### src/rtl/ffdemux_deser.sv
// Registered 1-to-N serial demux/deserializer for the TDC datapath.
// A frame start steers successive bits into lanes, then publishes the word.
module ffdemux_deser #(
   parameter int N         = 8,
   parameter bit MSB_FIRST = 1'b1
) (
   input  logic                 clk,
   input  logic                 clr,
   input  logic                 en,
   input  logic                 start,
   input  logic                 D,
   output logic [N-1:0]         Z,
   output logic [$clog2(N)-1:0] sel,
   output logic [N-1:0]         Q,
   output logic                 valid,
   output logic                 busy,
   output logic                 err
);

   localparam int W = $clog2(N);
   localparam logic [W-1:0] LAST = W'(N - 1);

   typedef enum logic {IDLE, SHIFT} state_t;

   state_t         state, state_nx;
   logic [W-1:0]   cnt, cnt_nx;
   logic [N-1:0]   z_nx, q_nx;
   logic           valid_nx, err_nx;

   function automatic logic [W-1:0] idx(input logic [W-1:0] c);
      return MSB_FIRST ? LAST - c : c;
   endfunction

   always_comb begin
      state_nx = state;
      cnt_nx   = cnt;
      z_nx     = Z;
      q_nx     = Q;
      valid_nx = 1'b0;
      err_nx   = 1'b0;
      unique case (state)
         IDLE: begin
            if (en && start) begin
               z_nx[idx('0)] = D;
               cnt_nx        = W'(1);
               state_nx      = SHIFT;
            end
         end
         SHIFT: begin
            if (en) begin
               if (start) begin
                  // resync: the partial word is dropped, never published
                  err_nx        = 1'b1;
                  z_nx[idx('0)] = D;
                  cnt_nx        = W'(1);
               end else begin
                  z_nx[idx(cnt)] = D;
                  if (cnt == LAST) begin
                     q_nx     = z_nx;
                     valid_nx = 1'b1;
                     cnt_nx   = '0;
                     state_nx = IDLE;
                  end else begin
                     cnt_nx = cnt + W'(1);
                  end
               end
            end
         end
         default: state_nx = IDLE;
      endcase
   end

   always_ff @(posedge clk) begin
      if (clr) begin
         state <= IDLE;
         cnt   <= '0;
         Z     <= '0;
         Q     <= '0;
         valid <= 1'b0;
         err   <= 1'b0;
      end else begin
         state <= state_nx;
         cnt   <= cnt_nx;
         Z     <= z_nx;
         Q     <= q_nx;
         valid <= valid_nx;
         err   <= err_nx;
      end
   end

   assign busy = (state == SHIFT);
   assign sel  = busy ? idx(cnt) : idx('0);

endmodule

### config.mk
export PLATFORM = sky130hd
export DESIGN_NAME = ffdemux_deser
export DESIGN_NICKNAME = d
export VERILOG_FILES = /design/src/rtl/ffdemux_deser.sv
export SDC_FILE = /design/constraint.sdc
export NUM_CORES = 1
export LEC_CHECK = 0
export ABC_AREA = 1
export CORE_ASPECT_RATIO = 0.9
export CORE_MARGIN = 2
export CORE_UTILIZATION = 34
export DETAILED_ROUTE_END_ITERATION = 10
export MAX_ROUTING_LAYER = met4
export PLACE_DENSITY = 0.69
export SLEW_MARGIN = 25
export SYNTH_ARGS = -nofsm -noshare
export SYNTH_HDL_FRONTEND = slang
export SYNTH_SLANG_ARGS = --single-unit
### constraint.sdc
create_clock -name clk -period 1.42 [get_ports clk]
set_clock_uncertainty 0.15 [all_clocks]
set_input_delay 0.355 -clock clk [delete_from_list [all_inputs] [get_ports clk]]
set_output_delay 0.355 -clock clk [all_outputs]
set_load 0.03 [all_outputs]
==> reports/metrics.yaml, run 1 <==
root_buffer: "clkbuf_4"
setup_slack_ns: -0.0178
crit_path_max_incr_delay_ns: 0.34
grt_pass1_vias: 1003
violations: "setup timing"
fin_area_um2: 1590
cts_max_level: 1
antenna_found_initial: 0
vias: 1144
rows: 19
drt-initial-drc-count: 28
cts_buffers: 3
avgViaCountPerCell: 4.58
syn_inst: 165
cts_tree: "built"
drc: 0
clock_sinks: 22
relSlewSlack: 0.782
worstSetupStartpointType: "register"
fin_tns_setup_ns: -0.0178
finalMaxSlewViolations: 0
synth_xor_area_frac: 0
p_leak_nw: 0.872
dp_slack_ns: -0.322
placement.cell_area_um2: 1420
fp.dieH_um: 57.8
yosys.cell_count.top_type: "nand2_1"
grt_first_pass_wirelength_um: 4280
dieArea_um2: 3690
yosysUniqueCellTypes: 18
critical_path_class: "register to output port"
fillCellCount: 322
synthAdderAreaFrac: 0.0229
syn_area_per_cell_um2: 6.64
fin_util: 0.519
gp_congestion: 0.779
max_freq_ghz: 0.696
syn_nets: 172
synth_top_family_by_area: "simple AND/OR/NAND/NOR gates"
wirelength_um: 2610
power_density_nw_per_um2: 825
wire_per_inst_um: 10.4
yosys.area_share.simple: 0.374
synth_top_area_frac: 0.402
worstPathRequired_ns: 0.91
io_buffers: 26
max_cap_violations: 0
synth_compound_area_frac: 0.0731
synth_edf_count: 0
track_usage: 0.153
ys_seq_elements: 22
arrival_ns: 0.93
irDropWorstVdd_mv: 0.679
yosysWarnings: 0
io_pins: 27
ant_nets: 0
rsz0062_at_grt: "true"
crit_family: "flip-flops"
hold_path.class: "primary input to register"
grt_max_degree: 14
tightest_slew_ns: 0.327
final_cells: 250
clk_pin_slew_ns: 0.14
syn_area_um2: 1090
crit_slowest_cell: "dfxtp_2"
synth.mux.area_fraction: 0
critPathCaptureType: "output port"
initial_core_util: 0.357
syn2layout_area_growth_pct: 45.4
cts_buffer_depth: 2
core_area_um2: 3070
timing.critical_path.mode_cell: "buf_6"
synth_top_area_cell: "dfxtp_1"
min_period_over_period: 1.01
cp_max_fo: 2
setup_viol: 1
crit_chain: "buf_6 > nand2_2 > buf_6"
synth_common_cells: "nand2_1 (40), nor2_1 (32), inv_1 (23)"
dp_hpwl_um: 1870
clock_latency_ns: 0.31
drt_pass1_iterations: 4
gr-total-overflow: 0
synth-async-reset-ratio: 0
final_hold_viol_count: 0
layout-drive-gt1-share: 0.346
die_x_um: 63.8
dp.cells: 240
status: "finished with violations"
nNetsFinal: 216
fin_crit_ns: 1.44
ys_seq_area_frac: 0.402
insertedDiodeCount: 0
synth_ff_type: "dfxtp_1"
path_buf_inv: 2
synthTopCellsByArea: "dfxtp_1 (40%), nand2_1 (14%), nor2_1 (11%)"
per-layer routing:
metal	share of wire	vias up	wire length [um]	GRT usage
li1	-	592	-	-
met1	0.46	513	1190	0.186
met2	0.47	37	1230	0.251
met3	0.064	2	168	0.0408
met4	0.0050	0	13	0.0435
met5	0	-	0	-
sequential cells by signal, summed over array words and instances, names as in the netlist:
name,count
busy,1
Q,8
Z,8
err,1
valid,1
cnt,3
cells by family after synthesis:
kind of cell,after synthesis
AO/OA/AOI/OAI,16
adder cells (fa/ha/maj),2
buffers and inverters,32
flip-flops,22
AND/OR/NAND/NOR,93
final timing paths:
kind / from / to / slack (ns) / cells past startpoint
setup / recovery: cnt[2] / sel[2] / -0.02 / 3
hold reg to reg: Z[0] / Z[0] / 0.35 / 2
hold / removal: en / err / 0.28 / 3
setup reg to reg: cnt[0] / cnt[2] / 0.05 / 5
layout by cell type (no fill, tap or decap), drive strengths merged, types with 5 or more instances in the layout:
cell,instances
nand2,45
buf,43
nor2,34
inv,24
dfxtp,22
o21ai,10
nand3,9
a21oi,6
nand4,5
timing repair:
item                       in CTS  in global routing
setup buffers                   6                  1
hold buffers                    0                  0
resized for setup              13                 21
pin swaps                       2                  5
setup endpoints to repair       3                 25
layout make-up:
type	count	area, um^2	share of cell area
tap	42	52.6	0.0330
clock buffer	3	22.5	0.0142
multi-input combinational	111	536	0.336
clock inverter	1	30.0	0.0189
timing repair buffer	47	400	0.252
inverter	24	90.1	0.0566
sequential	22	460	0.289
worst min-delay path, stage by stage:
cell	delay [ns]
dlymetal6s2s_1	0.16
nand2_1	0.15
nor2_1	0.06
per-stage QoR:
step | hold slack (ns) | power, mW
2_1_floorplan | 0.381 | 0.748
3_3_place_gp | 0.314 | 0.809
3_5_place_dp | 0.325 | 0.811
4_1_cts | 0.358 | 1.32
5_1_grt | 0.293 | 1.37
6_report | 0.277 | 1.31
where the power goes:
group	switching, mW	internal, mW
sequential	0.0129	0.629
clock	0.211	0.286
combinational	0.102	0.0729
total	0.326	0.988
No activity file was read; power rests on OpenSTA's default activity.
==> run 2: changes to the inputs <==
--- a/config.mk
+++ b/config.mk
@@ -9,6 +9,7 @@
 export CORE_ASPECT_RATIO = 0.9
 export CORE_MARGIN = 2
 export CORE_UTILIZATION = 34
+export CTS_CLUSTER_SIZE = 20
 export DETAILED_ROUTE_END_ITERATION = 10
 export MAX_ROUTING_LAYER = met4
 export PLACE_DENSITY = 0.69
==> results of run 2 <==
No change in the layout: final DEF, timing and power equal those of run 1.
==> run 3: changes to the inputs <==
==> constraint.sdc (replaced) <==
create_clock -name clk -period 1.6 [get_ports clk]
set_clock_uncertainty 0.15 [all_clocks]
set_input_delay 0.4 -clock clk [delete_from_list [all_inputs] [get_ports clk]]
set_output_delay 0.4 -clock clk [all_outputs]
set_load 0.03 [all_outputs]
==> run 3 against run 2 <==
Compared with the run above: the run now ends clean; cell area fell by 12%; clock power down 37%; critical path depth is 2 lower; first-iteration DRC count unchanged; setup slack better by 0.077 ns; flip-flop and latch count did not move; wire length fell by 13%; die area did not move; count of clock-buffer cells in the layout up 1.
==> reports/metrics.yaml, run 3 (same netlist as run 1, synthesis figures left out) <==
drt-initial-drc-count: 28
status: "completed"
die_x_um: 63.8
crit_path_max_incr_delay_ns: 0.36
clock_sinks: 22
layout-drive-gt1-share: 0.231
critical_path_class: "register to output port"
cp_max_fo: 1
avgViaCountPerCell: 4.48
final_hold_viol_count: 0
crit_chain: "clkdlybuf4s15_1"
ant_nets: 0
max_freq_ghz: 0.649
root_buffer: "clkbuf_4"
p_leak_nw: 0.747
reg_top3: "Q (8), Z (8), cnt (3)"
finalPower_mw: 1.01
gp_congestion: 0.843
grt_pass1_vias: 856
tightest_slew_ns: 0.300
cts_max_level: 1
clock_latency_ns: 0.31
drt_pass1_iterations: 4
hold_path.class: "register to register"
setup_viol: 0
setup_slack_ns: 0.0588
nNetsFinal: 203
drc: 0
dp_hpwl_um: 1740
vias: 1062
dieArea_um2: 3690
layout_commonest_cell: "nand2_1"
io_pins: 27
fin_crit_ns: 1.54
crit_family: "buffers and inverters"
dp.cells: 233
grtUsageMet3: 0.0466
relSlewSlack: 0.801
clk_pin_slew_ns: 0.13
fin_area_um2: 1400
fin_tns_setup_ns: 0
final_cell_mix: "nand2_1 (40), nor2_1 (32), inv_1 (23)"
gr-total-overflow: 0
arrival_ns: 0.99
placement.cell_area_um2: 1400
reg2reg_to: "cnt[0]"
holdWs_ns: 0.345
worstSetupStartpointType: "register"
cts_buffers: 3
rows: 19
critPathCaptureType: "output port"
wire_per_inst_um: 9.61
fp.dieH_um: 57.8
holdPathEnd: "err"
r2r-start: "cnt[1]"
hold_path_depth: 2
insertedDiodeCount: 0
path_buf_inv: 1
final_cells: 237
antenna_found_initial: 0
max_cap_violations: 0
crit_slowest_cell: "clkdlybuf4s15_1"
grt_use_met2: 0.195
busiest_layer: "met2"
track_usage: 0.136
reg2reg_slack_ns: 0.30
worstPathRequired_ns: 1.05
cts_buffer_depth: 2
min_period_over_period: 0.963
rsz0062_at_grt: "false"
dp_slack_ns: -0.196
initial_core_util: 0.357
irDropWorstVdd_mv: 0.463
grt_max_degree: 15
cts_tree: "built"
r2r_cells: 5
finalMaxSlewViolations: 0
hold_start: "busy"
grt_first_pass_wirelength_um: 3800
wirelength_um: 2280
fin_util: 0.458
syn2layout_area_growth_pct: 28.2
io_buffers: 26
core_area_um2: 3070
grt_util_met1: 0.185
power_density_nw_per_um2: 721
run 3: cell count changes in the layout (fill, tap and decap cells not counted), sizes merged:
| cell | delta |
|---|---|
| dlymetal6s2s | -3 |
| bufinv | -1 |
| clkdlybuf4s50 | +3 |
| clkbuf | +9 |
| buf | -22 |
| clkdlybuf4s15 | +1 |
run 3: worst max-delay path by stage:
stage / depth (start not counted) / from / end / slack [ns]
final: 1 / valid / valid / 0.06
after global routing: 2 / cnt[2] / sel[2] / 0.009
after CTS: 1 / err / err / 0.01
after detailed placement: 7 / en / Q[3] / -0.20
after global placement: 6 / start / cnt[2] / -0.16
after floorplan: 6 / busy / Q[7] / 0.09
run 3: routing by layer:
layer,up-vias,part of all wire
met2,22,0.42
li1,569,-
met5,-,0
met4,0,0.0057
met3,2,0.046
met1,469,0.53
run 3: final cells by class:
type / count / area, um^2
clock buffers: 4 / 36.3
fillers: 331 / 1660
inverters: 24 / 90.1
multi-input cells: 111 / 514
flip-flops and latches: 22 / 450
well taps: 42 / 52.6
repair buffers: 34 / 260
run 3: repair_timing:
item / CTS / global route
setup buffers: 0 / 0
endpoints found under the setup margin: 11 / 12
hold buffers: 0 / 0
resized for setup: 18 / 14
run 3: power breakdown:
group	leakage (nW)	switching [mW]	internal, mW
clock	0.0210	0.175	0.139
combinational	0.545	0.0788	0.0507
sequential	0.180	0.0125	0.557
total	0.747	0.266	0.747
